**src/rtl/vscale_fetch_unit.sv**
```systemverilog
// Instruction fetch front end: issues word-aligned fetches to instruction memory
// and buffers the returned instructions in a small queue for decode.
module vscale_fetch_unit #(
  parameter int XLEN = 32,
  parameter int DEPTH = 4,
  parameter logic [XLEN-1:0] RESET_PC = '0
) (
  input  logic                     clk,
  input  logic                     reset,
  output logic                     imem_req,
  output logic [XLEN-1:0]          imem_addr,
  input  logic                     imem_wait,
  input  logic [XLEN-1:0]          imem_rdata,
  input  logic                     imem_badmem_e,
  input  logic                     redirect,
  input  logic [XLEN-1:0]          redirect_pc,
  input  logic                     deq_ready,
  output logic                     deq_valid,
  output logic [XLEN-1:0]          deq_inst,
  output logic [XLEN-1:0]          deq_pc,
  output logic                     deq_badmem,
  output logic [$clog2(DEPTH):0]   count
);

  localparam int AW = $clog2(DEPTH);
  localparam int CW = AW + 1;
  localparam logic [CW:0] DEPTH_V = (CW+1)'(DEPTH);

  typedef enum logic {RUN, HALT} state_t;

  state_t          state, state_next;
  logic [XLEN-1:0] fetch_pc;
  logic [XLEN-1:0] inflight_pc;
  logic            inflight;
  logic            accept;
  logic            enq;
  logic            deq;
  logic [AW-1:0]   head, tail;
  logic [CW-1:0]   count_q;
  logic [CW:0]     occupancy;

  logic [XLEN-1:0] inst_mem [DEPTH];
  logic [XLEN-1:0] pc_mem   [DEPTH];
  logic            bad_mem  [DEPTH];

  logic            unused_bits;
  assign unused_bits = ^redirect_pc[1:0];

  // Slots already committed: queued entries plus the response still on its way.
  assign occupancy = {1'b0, count_q} + {{CW{1'b0}}, inflight};
  assign accept    = imem_req & ~imem_wait;
  assign enq       = inflight & ~redirect & ~reset;
  assign deq       = (count_q != '0) & deq_ready & ~redirect & ~reset;

  always_ff @(posedge clk) begin
    if (reset) state <= RUN;
    else       state <= state_next;
  end

  always_comb begin
    state_next = state;
    if (redirect)
      state_next = RUN;
    else if (enq && imem_badmem_e)
      state_next = HALT;
  end

  // A faulting response stops fetch in the same cycle it lands.
  always_comb begin
    imem_req = (state == RUN) && !redirect && !reset
               && !(inflight && imem_badmem_e) && (occupancy < DEPTH_V);
  end

  always_ff @(posedge clk) begin
    if (reset) begin
      fetch_pc    <= RESET_PC;
      inflight    <= 1'b0;
      inflight_pc <= '0;
      head        <= '0;
      tail        <= '0;
      count_q     <= '0;
    end else begin
      inflight <= accept;
      if (accept)
        inflight_pc <= fetch_pc;
      if (redirect)
        fetch_pc <= {redirect_pc[XLEN-1:2], 2'b00};
      else if (accept)
        fetch_pc <= fetch_pc + XLEN'(4);
      if (redirect) begin
        head    <= '0;
        tail    <= '0;
        count_q <= '0;
      end else begin
        if (enq) tail <= tail + 1'b1;
        if (deq) head <= head + 1'b1;
        case ({enq, deq})
          2'b10:   count_q <= count_q + 1'b1;
          2'b01:   count_q <= count_q - 1'b1;
          default: count_q <= count_q;
        endcase
      end
    end
  end

  always_ff @(posedge clk) begin
    if (enq) begin
      inst_mem[tail] <= imem_rdata;
      pc_mem[tail]   <= inflight_pc;
      bad_mem[tail]  <= imem_badmem_e;
    end
  end

  assign imem_addr  = fetch_pc;
  assign deq_valid  = ~reset & (count_q != '0);
  assign deq_inst   = inst_mem[head];
  assign deq_pc     = pc_mem[head];
  assign deq_badmem = bad_mem[head];
  assign count      = reset ? '0 : count_q;

endmodule

```
**config.mk**
```make
export PLATFORM = sky130hd
export DESIGN_NAME = vscale_fetch_unit
export DESIGN_NICKNAME = d
export VERILOG_FILES = /design/src/rtl/vscale_fetch_unit.sv
export SDC_FILE = /design/constraint.sdc
export NUM_CORES = 1
export LEC_CHECK = 0
export BUFFER_PORTS_ARGS = -buffer_cell sky130_fd_sc_hd__buf_2
export CAP_MARGIN = 20
export CORE_UTILIZATION = 34
export DETAILED_ROUTE_END_ITERATION = 8
export SYNTH_ARGS = -nofsm -noshare
export SYNTH_HDL_FRONTEND = slang
export SYNTH_SLANG_ARGS = --single-unit
```
**constraint.sdc**
```tcl
create_clock -name clk -period 7.6 [get_ports clk]
set_input_delay 0.76 -clock clk [delete_from_list [all_inputs] [get_ports clk]]
set_output_delay 0.76 -clock clk [all_outputs]
set_load 0.03 [all_outputs]
```
---- Word-level counts from Yosys, hierarchy flattened ----
Memory sizes are Yosys's and may differ from the RTL's. A register that Yosys moved wholly into a read port is not among the register bits.
Cells that the tools add are included.
word-level totals
  RAM bits ................................ 260
  bits of input ports ..................... 70
  memories kept ........................... 3
  register bits ........................... 73
  output and inout bits ................... 102
memory list
  memory    words  width  read ports  clocked after Yosys merged registers in  wr ports  RTL line  RTL
  inst_mem  4      32     1           1                                        1         42        logic [XLEN-1:0] inst_mem [DEPTH];
  pc_mem    4      32     1           1                                        1         43        logic [XLEN-1:0] pc_mem [DEPTH];
  bad_mem   4      1      1           1                                        1         44        logic bad_mem [DEPTH];
operators by class
  $add $sub $neg .......................... 6
  order comparisons ....................... 1
  reductions and logical operators ........ 13
  equal/unequal tests ..................... 2
  bitwise gates (word level) .............. 11
  multiplexer cells ....................... 12
operator list
  operator               number
  $mux 32                2
  $add 32x3->32 const B  1
  $mux 2                 6
  $and 1x1->1            7
  $logic_and 1x1->1      6
  $pmux 3 s2             1
  $add 2x1->2 const B    2
  $add 3x1->4            1
  $lt 4x3->1 const B     1
  $not 1->1              4
  $reduce_bool 2->1      2
  $add 3x1->3 const B    1
  $logic_not 1->1        3
  $mux 3                 1
  $reduce_bool 3->1      1
  $sub 3x1->3 const B    1
  $eq 2x1->1 const B     1
  $eq 2x2->1 const B     1
  $mux 1                 2
  $reduce_or 2->1        1

---- Depth between registers and ports, before layout ----
  depth in word-level cells ............... 8
  depth in mapped cells ................... 9
  depth with buffers taken out ............ 8

---- Worst setup path after synthesis ----
No wires, ideal clock.
  kind .................................... input -> register
  start ................................... input reset
  end ..................................... memory bad_mem[0] (enable)
  path slack .............................. 4.572 ns
  arrival time ............................ 2.600 ns
  stages .................................. 2
  library setup time ...................... 0.428 ns
  path through ............................ nor2_1 -> and3_1
between the ends
  longest elaborated chain between the ends .. 4
ends and longest elaborated chain
  what                          RTL line  RTL
  start: declaration            9         input logic reset,
  $not 1->1                     52        assign enq = inflight & ~redirect & ~reset;
  $and 1x1->1                   52
  $mux 1                        107       if (enq) begin
  $mux 1 (not written as such)  110       bad_mem[tail] <= imem_badmem_e;
  end: declaration              44
Every way passes these cells.

==> impl_metrics.toml <==
[worst_setup_path]
worst_r2r_path_cells = 8
maximum_net_fanout_on_the_critical_path = 39
source_of_the_worst_register_to_register_timing_path = "inflight"
cp_data_required_time_ns = 6.84
crit-reg2reg-capture = "imem_addr[16]"
worst-setup-path-type = "flip-flop to output pin"
cell_chain_of_the_critical_path = "buf_4, mux4_2, buf_2"
crit_path_end_kind = "output pin"
timing.critical_path.slowest_stage_cell = "buf_4"
worst_ep_arrival_time_ns = 2.85
path_delay_family = "buffers and inverters"
cpPeakStageDelay_ns = 0.76
setup.reg_to_reg.worst_slack_ns = 4.73
worstPathBufferInverterCount = 2
critical_path.startpoint_type = "flip-flop"

[synth]
prevailing_post_synth_register_cell = "edfxtp_1"
synth_largest_area_cell = "edfxtp_1"
yosysMostFrequentCell = "edfxtp_1"
yosys-top-cells-count = "edfxtp_1 (252), nand2_1 (84), dfxtp_1 (71), mux4_2 (63), a21oi_1 (47)"
post_synth.cell_area_avg_um2 = 16.7
yosys_warnings = 0
ys_seq_elements = 323
synth.top_cell.area_share_pct = 60.7
synthArstFlopShare_pct = 0
combined_area_of_all_synthesized_cells_um2 = 12500
synth.yosys.seq_area_share_pct = 72.1
yosys.cell_types.count = 55
synth_edf_count = 252
netlist_top_cells_area = "edfxtp_1 (61%), dfxtp_1 (11%), mux4_2 (11%), nand2_1 (2.5%), a21oi_1 (1.9%)"
synthesis.instances = 746

[worst_hold_path]
hold-path-endpoint = "inst_mem[3][1]"
hold_start = "imem_rdata[1]"
holdPathStages = 1
path_type_of_the_worst_min_delay_path = "input pin to flip-flop"

[placed_design]
portBuffers = 165
hpwl_um = 17100
place.gp.congestion = 0.778

[floorplan]
row_count = 69
die_w_um = 194
design.portCount = 172
start_util_pct = 34.8
core_um2 = 35800
fp.dieH_um = 194
die_area_um2 = 37400

[power_and_ir_drop]
vdd_ir_drop_max_uv = 124
combinationalPowerShare_pct = 3.5
leakagePower_uw = 0.00503
total_switching_power_uw = 774
netSwitchingFraction_pct = 20.7
power.density_cell_area_nw_per_um2 = 251
power.internal_uw = 2970
pwr-share-seq_pct = 51.7
relative_contribution_of_the_clock_network_to_total_power_pct = 44.8

[clock_tree]
clock_insertion_delay_worst_skew_ns = 0.51
cts_setup_buffers = 0
cts.path.max_buffers = 3
clk_root_buffer_cell = "clkbuf_16"
clock_tree_from_tritoncts = "done"
cts.reportedPaths.clkPinSlew_ns = 0.06
cts_inserted_buffers = 36
cts.htree.levels = 2
cts-resized-gates = 0
ctsHoldBuffers = 0
cts.sink_count = 323

[timing]
rsz_0062_raised_after_global_routing = "false"
tightest_slew_ns = 1.07
final.setup_skew_ns = 0.0196
fin_crit_sh_pct = 47.5
report.final.slew_viol_count = 0
report.final.hold_viol_count = 0
max_clock_freq_mhz = 277
fin_setup_tns_ns = 0
whs_ns = 0.473
setup-violations-final = 0
maxSlewHeadroom_pct = 28.4
finalWorstPathRequiredPeriod_ns = 3.61

[cells_and_area]
fill_cells = 3272
antenna_cells = 0
drive_gt1_share_pct = 32.5
areaGrowthSynthToFinish_pct = 19.7
fin_nets = 997

[route]
vias_per_cell = 5.00
wl_per_cell_um = 20.3
detail_route.drc_violations = 12
dr.first_iter.drc_count = 385
detailroute.via_count = 7032
wirelength_um = 28500
postRouteAntennaNets = 0
first_drt_pass_iteration_count = 7

[global_routing]
grt_antenna_before_repair = 1
track_usage_pct = 15.2
grt_first_pass_wirelength_um = 43600
first_global_vias = 7225
largest_net_degree_at_the_start_of_global_routing = 64
overflow = 0

[job]
max_cap_viol_count = 0

[outcome]
run_status = "complete, but fails checks"
failed_checks = "design-rule violations"
stage by stage:
| step | utilization (%) | cells | instance area, um2 | setup WS, ns | power [uW] |
|---|---|---|---|---|---|
| global route | 41.6 | 1405 | 14900 | 3.72 | 3870 |
| CTS | 41.6 | 1405 | 14900 | 3.81 | 3790 |
| finish | 41.6 | 1405 | 14900 | 3.99 | 3740 |
| global placement | 38.5 | 1343 | 13800 | 4.11 | 2100 |
| floorplan | - | 749 | 12500 | 4.57 | 2040 |
| detailed placement | 38.5 | 1343 | 13800 | 4.09 | 2100 |
sequential cells by signal (all words and copies together), names as in the netlist, named ones only:
| name | flops |
|---|---|
| count_q | 3 |
| bad_mem | 4 |
| inflight_pc | 30 |
| state | 1 |
| pc_mem | 120 |
| imem_addr | 30 |
| head | 2 |
| inst_mem | 128 |
| tail | 2 |
| inflight | 1 |
power groups by stage:
stage / sequential, uW / clock (uW) / combinational [uW]
floorplan: 1990 / 0 / 57.5
global placement: 1970 / 0 / 130
detailed placement: 1970 / 0 / 132
CTS: 1940 / 1730 / 132
global route: 1940 / 1790 / 141
finish: 1940 / 1680 / 130
per-layer routing:
layer | GRT usage, % | vias to the layer above | share of wire (%)
met1 | 20.1 | 3546 | 44
li1 | - | 3233 | -
met2 | 25.2 | 209 | 48
met3 | 3.47 | 42 | 5.7
met4 | 4.00 | 2 | 1.8
met5 | 0 | - | 0.046
cell type report:
| cell class | count | area, um2 | area share [%] |
|---|---|---|---|
| clock inverters | 13 | 136 | 0.914 |
| repair buffers | 174 | 893 | 5.99 |
| clock buffers | 49 | 1000 | 6.71 |
| flip-flops and latches | 323 | 9000 | 60.3 |
| inverters | 16 | 60.1 | 0.402 |
| multi-input cells | 369 | 3260 | 21.8 |
| well taps | 461 | 577 | 3.87 |
how the worst max path moves through the flow:
stage	startpoint	to	slack [ns]	cells after the start
after detailed placement	redirect	imem_addr[23]	4.09	9
after floorplan	reset	bad_mem[0]	4.57	2
after global routing	flip-flop	deq_pc[18]	3.72	3
after CTS	flip-flop	deq_pc[22]	3.81	3
final	flip-flop	deq_pc[22]	3.99	3
after global placement	redirect	imem_addr[4]	4.11	9
cells by family (layout without fill, tap and decap cells):
family	after synthesis	in the layout	share of synthesized area (%)
buf+inv	57	252	2.05
compound gates	86	86	4.04
xor+xnor	20	20	1.40
fa+ha+maj	7	7	0.763
mux	68	68	11.8
other cells	1	4	0.0301
simple gates	184	184	7.83
flops	323	323	72.1
worst reg2reg max path, stage by stage (launching register included):
cell	delay [ns]
dfxtp_1	0.58
nand3_1	0.20
nand3_2	0.11
buf_4	0.48
inv_2	0.05
buf_4	0.30
nor2_1	0.71
o21ai_0	0.21
a21oi_1	0.17
layout by cell type (no fill, tap or decap), drive strengths merged, types with 2 or more instances in the layout:
cell     count
o22ai        2
mux4        63
mux2i        2
a211oi       5
buf        174
ha           6
bufinv       3
nand3       18
or2          3
dfxtp       71
clkinv       9
a21oi       47
nor4         6
or3          3
nand4       15
mux2         3
a32oi        5
clkbuf      49
nor3         8
o21ai       17
conb         4
and3         9
xor2        12
nor3b        2
nor2        28
inv         16
a2bb2oi      2
nor2b        2
nand2       84
edfxtp     252
xnor2        8
a31oi        5
Power figures use the tool's default switching activity.
